File: src/rtl/gb_cpu_sched_sequencer.sv
// gb_cpu_sched_sequencer
// M-cycle sequencer between the decoder and the datapath. Latches a schedule
// of up to DEPTH control words plus a length, then issues one word per M-cycle
// on ctrl_o. It supports:
//   - stall hold,
//   - condition-fail truncation (jump to the final slot),
//   - chaining of a new schedule onto the final (fetch-overlap) slot with no
//     bubble.
//
// Optional feature (macro GB_SCHED_IRQ_EN): an interrupt-dispatch schedule can
// be injected at any accept point. It takes priority over the decoder.
//
// Ports
//   clk         system clock
//   reset       asynchronous active-high reset
//   mcycle_en   one-clock strobe at each M-cycle boundary
//   stall       hold the current slot; wins over mcycle_en
//   load_valid  decoder presents a new schedule
//   load_ctrl   schedule words, slot k at [k*CTRL_W +: CTRL_W]
//   load_len    M-cycle count of the new schedule (0 -> 1, >DEPTH -> DEPTH)
//   cc_fail     condition of the current slot evaluated false
//   irq_req     (GB_SCHED_IRQ_EN) interrupt dispatch request
//   irq_ctrl    (GB_SCHED_IRQ_EN) dispatch schedule words
//   irq_len     (GB_SCHED_IRQ_EN) dispatch schedule length
//   irq_ack     (GB_SCHED_IRQ_EN) one-clock pulse when dispatch is taken
//   load_ready  decoder schedule accepted on this mcycle_en
//   ctrl_o      registered control word of the current slot
//   slot_o      index of the current slot
//   last_o      current slot is the final (opcode-fetch overlap) slot
//   busy_o      a schedule is running
module gb_cpu_sched_sequencer #(
    parameter int CTRL_W = 64,
    parameter int DEPTH  = 6,
    parameter int LEN_W  = 3
) (
    input  logic                    clk,
    input  logic                    reset,
    input  logic                    mcycle_en,
    input  logic                    stall,
    input  logic                    load_valid,
    input  logic [DEPTH*CTRL_W-1:0] load_ctrl,
    input  logic [LEN_W-1:0]        load_len,
    input  logic                    cc_fail,
`ifdef GB_SCHED_IRQ_EN
    input  logic                    irq_req,
    input  logic [DEPTH*CTRL_W-1:0] irq_ctrl,
    input  logic [LEN_W-1:0]        irq_len,
    output logic                    irq_ack,
`endif
    output logic                    load_ready,
    output logic [CTRL_W-1:0]       ctrl_o,
    output logic [LEN_W-1:0]        slot_o,
    output logic                    last_o,
    output logic                    busy_o
);

    typedef enum logic {IDLE, RUN} state_t;

    state_t            state, state_nxt;
    logic [LEN_W-1:0]  slot, slot_nxt, len, step_slot, src_len, norm_len;
    logic [CTRL_W-1:0] ctrl_nxt, step_word;
    logic [CTRL_W-1:0] sched [DEPTH];
    logic [DEPTH*CTRL_W-1:0] src_ctrl;
    logic              adv, last, accept_pt, take;

    assign adv       = mcycle_en & ~stall;
    assign last      = (state == RUN) && (slot == len - LEN_W'(1));
    assign accept_pt = adv & ((state == IDLE) | last);

`ifdef GB_SCHED_IRQ_EN
    // A halted (stalled) idle core must still wake up for an interrupt, so the
    // dispatch accept point ignores stall only in IDLE.
    logic irq_pt, irq_take;
    assign irq_pt     = mcycle_en & ((state == IDLE) | (~stall & last));
    assign irq_take   = irq_req & irq_pt;
    assign take       = irq_take | (accept_pt & load_valid);
    assign load_ready = accept_pt & ~irq_take;
    assign src_ctrl   = irq_take ? irq_ctrl : load_ctrl;
    assign src_len    = irq_take ? irq_len  : load_len;

    always_ff @(posedge clk or posedge reset) begin
        if (reset) irq_ack <= 1'b0;
        else       irq_ack <= irq_take;
    end
`else
    assign take       = accept_pt & load_valid;
    assign load_ready = accept_pt;
    assign src_ctrl   = load_ctrl;
    assign src_len    = load_len;
`endif

    // A zero length still issues one word; over-long lengths saturate at DEPTH.
    always_comb begin
        norm_len = src_len;
        if (src_len == '0)
            norm_len = LEN_W'(1);
        else if (src_len > LEN_W'(DEPTH))
            norm_len = LEN_W'(DEPTH);
    end

    // A failed condition skips straight to the final slot.
    assign step_slot = cc_fail ? (len - LEN_W'(1)) : (slot + LEN_W'(1));

    always_comb begin
        step_word = '0;
        for (int k = 0; k < DEPTH; k++) begin
            if (step_slot == LEN_W'(k))
                step_word = sched[k];
        end
    end

    // Next-state logic.
    // A freshly accepted schedule issues slot 0 straight from the input bus,
    // because the stored copy is only written on the same edge.
    always_comb begin
        state_nxt = state;
        slot_nxt  = slot;
        ctrl_nxt  = ctrl_o;
        if (take) begin
            state_nxt = RUN;
            slot_nxt  = '0;
            ctrl_nxt  = src_ctrl[CTRL_W-1:0];
        end else if (adv) begin
            if ((state == RUN) && !last) begin
                slot_nxt = step_slot;
                ctrl_nxt = step_word;
            end else begin
                state_nxt = IDLE;
                slot_nxt  = '0;
                ctrl_nxt  = '0;
            end
        end
    end

    always_ff @(posedge clk or posedge reset) begin
        if (reset) begin
            state  <= IDLE;
            slot   <= '0;
            ctrl_o <= '0;
            len    <= '0;
            for (int k = 0; k < DEPTH; k++)
                sched[k] <= '0;
        end else begin
            state  <= state_nxt;
            slot   <= slot_nxt;
            ctrl_o <= ctrl_nxt;
            if (take) begin
                len <= norm_len;
                for (int k = 0; k < DEPTH; k++)
                    sched[k] <= src_ctrl[k*CTRL_W +: CTRL_W];
            end
        end
    end

    assign slot_o = slot;
    assign last_o = last;
    assign busy_o = (state == RUN);

endmodule
File: config.mk
export PLATFORM = sky130hd
export DESIGN_NAME = gb_cpu_sched_sequencer
export DESIGN_NICKNAME = d
export VERILOG_FILES = /design/src/rtl/gb_cpu_sched_sequencer.sv
export SDC_FILE = /design/constraint.sdc
export NUM_CORES = 1
export LEC_CHECK = 0
export CAP_MARGIN = 10
export CORE_ASPECT_RATIO = 1.2
export CORE_MARGIN = 8
export CORE_UTILIZATION = 46
export CTS_CLUSTER_SIZE = 12
export DETAILED_ROUTE_END_ITERATION = 6
export GPL_TIMING_DRIVEN = 0
export PLACE_DENSITY_LB_ADDON = 0.25
export SETUP_SLACK_MARGIN = 0.2
export SLEW_MARGIN = 20
export SYNTH_ARGS = -nofsm -noshare
export SYNTH_HDL_FRONTEND = slang
export SYNTH_SLANG_ARGS = --single-unit
File: constraint.sdc
create_clock -name clk -period 18.5 [get_ports clk]
set_clock_uncertainty 0.2 [all_clocks]
set_input_delay 5.55 -clock clk [delete_from_list [all_inputs] [get_ports clk]]
set_output_delay 5.55 -clock clk [all_outputs]
set_load 0.005 [all_outputs]
==> flow_summary.json <==
{
  "status": "complete, no violations",
  "fill_cells": 3883,
  "clkPwrFrac_pct": 19.5,
  "drtIter0Drc": 1620,
  "firstDrtPassIters": 7,
  "antenna_found_initial": 11,
  "final_area_mm2": 0.0278,
  "syn_inst": 2426,
  "cp.arrival_ps": 8000,
  "grtUsageTotal_pct": 30.7,
  "die_h_um": 248,
  "area_growth_pct": 34.3,
  "drc": 0,
  "syn_area_per_cell_um2": 8.53,
  "yosysTopAreaCell": "dfrtp_1",
  "yosysSeqAreaShare_pct": 55.0,
  "cts_setup_buffers": 0,
  "synth-seq-cells": 455,
  "dp_hpwl_um": 62500,
  "final_common_cell": "nand2_1",
  "htreeDepth": 2,
  "cap_violations": 0,
  "antenna_left": 0,
  "tightest_slew_ps": 1090,
  "drt-wirelength-per-cell_um": 23.0,
  "hold_viol_final": 0,
  "synth_cell_type_count": 34,
  "hold_depth": 2,
  "initial_core_util_pct": 46.3,
  "ys.flop_type": "dfrtp_1",
  "vias": 19800,
  "multi_input_area_mm2": 0.00856,
  "cellInternalPower_mw": 2.79,
  "grt_pass1_wl_um": 122000,
  "via_per_inst": 5.58,
  "num_rows": 85,
  "grt_max_degree": 37,
  "tns_ps": 0,
  "fin_crit_ps": 13750,
  "placed_area_mm2": 0.0263,
  "gr-total-overflow": 0,
  "nets": 3347,
  "coreArea_mm2": 0.0447,
  "pwr-share-seq_pct": 37.3,
  "dpl_worst_slack_ps": 4800,
  "synth_top_area_share_pct": 55.0,
  "final_cell_mix": "nand2_1, clkdlybuf4s50_1, dfrtp_1",
  "place_congestion": 0.905,
  "synth_edf_count": 0,
  "dieArea_mm2": 0.0521,
  "hold_class": "flip-flop to flip-flop",
  "p_comb_share_pct": 43.2,
  "clockBufferDepth": 3,
  "cts_hold_buf": 0,
  "mappedNetlistArea_mm2": 0.0207,
  "crit_fanout": 10,
  "synth_area_leaders": "dfrtp_1, nand2_1, o21ai_0",
  "drive_gt1_share_pct": 4.33,
  "rsz0062_at_grt": "no",
  "cts_resized": 0,
  "critPathKind": "input pin to primary output",
  "slew_violations": 0,
  "slew_headroom_pct": 27.1,
  "cts_sinks": 455,
  "powerDensity_mw_per_mm2": 169,
  "r2r_cells": 9,
  "path_clk_slew_ps": 60,
  "numCtsBuffers": 47,
  "critPathLaunchType": "input pin",
  "power.share.switching_pct": 40.6,
  "p_leak_nw": 13.4,
  "synth_nets": 2821,
  "setup_viol": 0,
  "clockRootBuffer": "clkbuf_16",
  "yosys_warnings": 0,
  "p_sw_mw": 1.91,
  "die_x_um": 210,
  "required_ps": 12750,
  "ir_drop_mv": 0.0740,
  "regArea_mm2": 0.0114,
  "async_reset_ff_share_pct": 100,
  "crit_path_end_kind": "primary output",
  "finalWorstSetupSlack_ps": 4750,
  "clock_latency_ps": 590,
  "timing.final.crit_share_pct": 74.3,
  "postRouteWirelength_um": 81600,
  "fmax_mhz": 72.7,
  "io_buffers": 461,
  "grt_pass1_vias": 20600,
  "io_pins": 463,
  "cts_tree": "yes"
}
-- path summary, 6_finish.rpt --
| path | from | end | slack [ps] |
|---|---|---|---|
| max | stall | load_ready | 4750 |
| min | sched[82]$_DFFE_PP0P_ | sched[82]$_DFFE_PP0P_ | 270 |
| max reg2reg | len[0]$_DFFE_PP0P_ | sched[313]$_DFFE_PP0P_ | 14390 |
| min in group asynchronous | reset | ctrl_o[52]$_DFFE_PP0P_ | 5180 |
| min reg2reg | sched[82]$_DFFE_PP0P_ | sched[82]$_DFFE_PP0P_ | 270 |
| max in group asynchronous | reset | sched[146]$_DFFE_PP0P_ | 11150 |
-- metal layers --
layer	vias to the layer above	global-route usage [%]	share of wire [%]
li1	9092	-	-
met1	9574	37.0	39
met2	927	51.5	49
met3	223	5.76	7.3
met4	10	17.3	5.4
met5	-	0	0.081
-- metrics by stage --
step	instances	utilization, %	hold slack [ps]	power (mW)
2_1_floorplan	2426	-	240	2.89
3_3_place_gp	3452	58.3	252	3.67
5_1_grt	3551	62.2	290	4.97
3_5_place_dp	3468	59.0	257	3.76
4_1_cts	3547	62.2	271	4.68
6_report	3554	62.2	268	4.69
-- worst max-delay path, cell delays in order --
cell             delay, ps
clkdlybuf4s50_1        480
nand2b_1               100
clkbuf_1               800
clkbuf_1               420
nor2_1                 150
clkdlybuf4s50_1        480
-- sequential cells by signal, indices dropped and copies added, names as in the netlist --
| signal | count |
|---|---|
| len | 3 |
| ctrl_o | 64 |
| busy_o | 1 |
| slot_o | 3 |
| sched | 384 |
-- cell usage after synthesis, types with 4 or more instances --
cell and count:
a211o_1 56, a21o_1 8, a22oi_1 8, a31oi_1 112
buf_1 4, buf_2 46, clkbuf_1 129, dfrtp_1 455
mux2i_1 66, nand2_1 1179, nand2b_1 4, nor2_1 13
nor3_1 57, o211ai_1 9, o21ai_0 186, o2bb2ai_1 56
o311a_1 8
-- layout make-up --
type | instances | share of cell area (%)
multi-input cells | 1787 | 30.8
flip-flops and latches | 455 | 41.0
inverters | 3 | 0.0540
clock inverters | 6 | 0.198
plain buffers | 181 | 2.68
well taps | 565 | 2.54
repair buffers | 477 | 17.7
diodes | 7 | 0.0630
clock buffers | 73 | 4.95
-- kinds of logic (layout without fill, tap and decap cells) --
| kind of cell | Yosys count | count (layout) | synth area share (%) |
|---|---|---|---|
| compound gates | 451 | 451 | 14.3 |
| xor+xnor | 6 | 6 | 0.326 |
| fa+ha+maj | 2 | 2 | 0.121 |
| buf+inv | 184 | 740 | 3.65 |
| flops | 455 | 455 | 55.0 |
| mux | 67 | 67 | 3.25 |
| other cells | 0 | 7 | 0 |
| simple gates | 1261 | 1261 | 23.3 |
-- power groups by stage --
| stage | sequential [mW] | combinational, mW | clock (mW) |
|---|---|---|---|
| CTS | 1.74 | 2.02 | 0.925 |
| floorplan | 1.67 | 1.22 | 0 |
| finish | 1.75 | 2.02 | 0.917 |
| detailed placement | 1.75 | 2.00 | 0 |
| global placement | 1.74 | 1.93 | 0 |
| global route | 1.79 | 2.22 | 0.961 |
Note: power is estimated with default switching activity, not from simulation.
==> RTL edit: new RTL, config.mk and constraints unchanged <==
`LEN_W`: 3 -> 5.
--- a/src/rtl/gb_cpu_sched_sequencer.sv
+++ b/src/rtl/gb_cpu_sched_sequencer.sv
@@ -33,3 +33,3 @@
     parameter int DEPTH  = 6,
-    parameter int LEN_W  = 3
+    parameter int LEN_W  = 5
 ) (
Interface: changed (resized load_len and slot_o); port bits go from 463 to 467. The function was not compared with the original's and may differ.
==> RTL edit against the unedited design <==
Total power decreased by 4.0%. Sequential cell count rose by 4. Worst setup slack got worse by 0.13 ns. Hold slack improved by 0.0079 ns. Largest cell class unchanged. Design area is 2.0% higher. Critical endpoint unchanged. Area after synthesis rose by 2.2%. Final cell count is 0.45% higher. Wire length is 10% higher. Largest power group unchanged.
==> RTL edit: results (changes against the unedited design) <==
----------------------------------------------------
[Run status]
  Status ... finished clean (unchanged)

[Layout]
  Number of filler cells placed in the layout ... 3981 (was 3883)
  Area used by multi-input combinational logic ... 8700 µm² (was 8560 µm²)

[Synthesis]
  Ranking of synthesized cells by instance count ... nand2_1, dfrtp_1, clkbuf_1 (was nand2_1, dfrtp_1, o21ai_0)
  Sequential fraction of the synthesis area ... 0.543 (was 0.550)
  Synth area leaders ... dfrtp_1, nand2_1, a221o_1 (was dfrtp_1, nand2_1, o21ai_0)
  Total nets after synthesis ... 2783 (was 2821)
  Syn Inst Count ... 2386 (was 2426)

[Detailed routing]
  First-pass iteration count of the detailed router ... 6 (was 7)
  Total Routed Length ... 89.8 mm (was 81.6 mm)
  Iter 0 DRT Violations ... 2450 (was 1620)
  Via density ... 5.94 (was 5.58)

[Global routing]
  Met3 Resource Use GR ... 0.0743 (was 0.0576)
  Global routing usage on met2 ... 0.529 (was 0.515)
  Global-route usage over all layers ... 0.331 (was 0.307)

[Power and ir drop]
  IR Drop Worst-Case VDD ... 0.0892 mV (was 0.0740 mV)
  Static Leak ... 13.4 nW (about the same)
  Sw Pwr ... 1.77 mW (was 1.91 mW)

[Placed design]
  Placed inst area ... 26900 µm² (was 26300 µm²)
  Final RePlAce weighted congestion ... 0.946 (was 0.905)
  HPWL after DPL ... 66.6 mm (was 62.5 mm)
  # placed instances ... 3485 (was 3468)

[Min path]
  Worst min-delay path startpoint ... sched[210] (was sched[82])

[Critical path]
  Data arrival at the endpoint of the critical path ... 8.13 ns (was 8.00 ns)
  Maximum single-stage delay on the critical path ... 0.62 ns (was 0.80 ns)
  Flop2flop setup slack ... 14.59 ns (was 14.39 ns)
  Endpoint of the most critical register-to-register path ... ctrl_o[62] (was sched[313])
  Worst-path cell with the longest stage delay ... clkdlybuf4s50_1 (was clkbuf_1)
  Worst reg-to-reg path cell count ... 11 (was 9)

[STA]
  Slew at the pin closest to its max-slew limit ... 1.08 ns (was 1.09 ns)

----------------------------------------------------
## RTL edit: changes by cell type in the layout (fill, tap and decap cells not counted), sizes merged, moves of 42 or more
| cell | change |
|---|---|
| o21ai | -154 |
| a31oi | -60 |
| a2bb2oi | +51 |
| o2111ai | +51 |
| buf | +42 |
| o31ai | +50 |
| a211o | -56 |
| mux2i | -63 |
| nand3 | +66 |
| o2bb2ai | -56 |
| a221o | +103 |
| nor3 | -54 |
## RTL edit: layer usage
| metal | part of all wire | wire (µm) |
|---|---|---|
| met4 | 0.058 | 5240 |
| met3 | 0.10 | 8950 |
| met1 | 0.37 | 33700 |
| met5 | 0 | 0 |
| met2 | 0.47 | 42000 |
## RTL edit: kinds of logic (layout without fill, tap and decap cells)
kind of cell,after synthesis,after routing,share of synthesized area
simple gates,1254,1254,0.230
flops,459,459,0.543
compound gates,442,442,0.171
buf+inv,215,771,0.0465
xor+xnor,10,10,0.00609
mux,4,4,0.00213
fa+ha+maj,2,2,0.00118
other cells,0,12,0
## RTL edit: worst max-delay path by stage
stage	start	cells past startpoint	end	slack, ns
floorplan	mcycle_en	5	load_ready	6.32
global placement	reset	2	sched[222]	3.60
detailed placement	mcycle_en	7	load_ready	4.75
CTS	mcycle_en	7	load_ready	4.73
global route	mcycle_en	7	load_ready	4.54
finish	mcycle_en	7	load_ready	4.62
## RTL edit: power by group through the flow
| stage | sequential (mW) | combinational (mW) | clock (mW) |
|---|---|---|---|
| final | 1.79 | 1.81 | 0.908 |
| after floorplan | 1.69 | 1.09 | 0 |
| after detailed placement | 1.78 | 1.77 | 0 |
| after global placement | 1.77 | 1.72 | 0 |
| after CTS | 1.77 | 1.78 | 0.912 |
| after global routing | 1.83 | 1.95 | 0.952 |
## RTL edit: cell type report
| class | count | area share |
|---|---|---|
| repair buffers | 483 | 0.177 |
| clock inverters | 3 | 0.00141 |
| plain buffers | 206 | 0.0335 |
| well taps | 616 | 0.0272 |
| multi-input cells | 1712 | 0.307 |
| diodes | 12 | 0.00106 |
| clock buffers | 70 | 0.0471 |
| flip-flops and latches | 459 | 0.405 |
| inverters | 9 | 0.00132 |
## RTL edit: through the flow
| step | hold WS [ns] | setup WS (ns) |
|---|---|---|
| after floorplan | 0.239 | 6.32 |
| after global placement | 0.257 | 3.60 |
| after detailed placement | 0.262 | 4.75 |
| after CTS | 0.278 | 4.73 |
| after global routing | 0.288 | 4.54 |
| final | 0.276 | 4.62 |
## RTL edit: tightest hold or removal path, delay by kind of cell, from the launching register on
kind / cells / cell delay [ns]
DFF: 1 / 0.34
and+or+nand+nor: 2 / 0.10
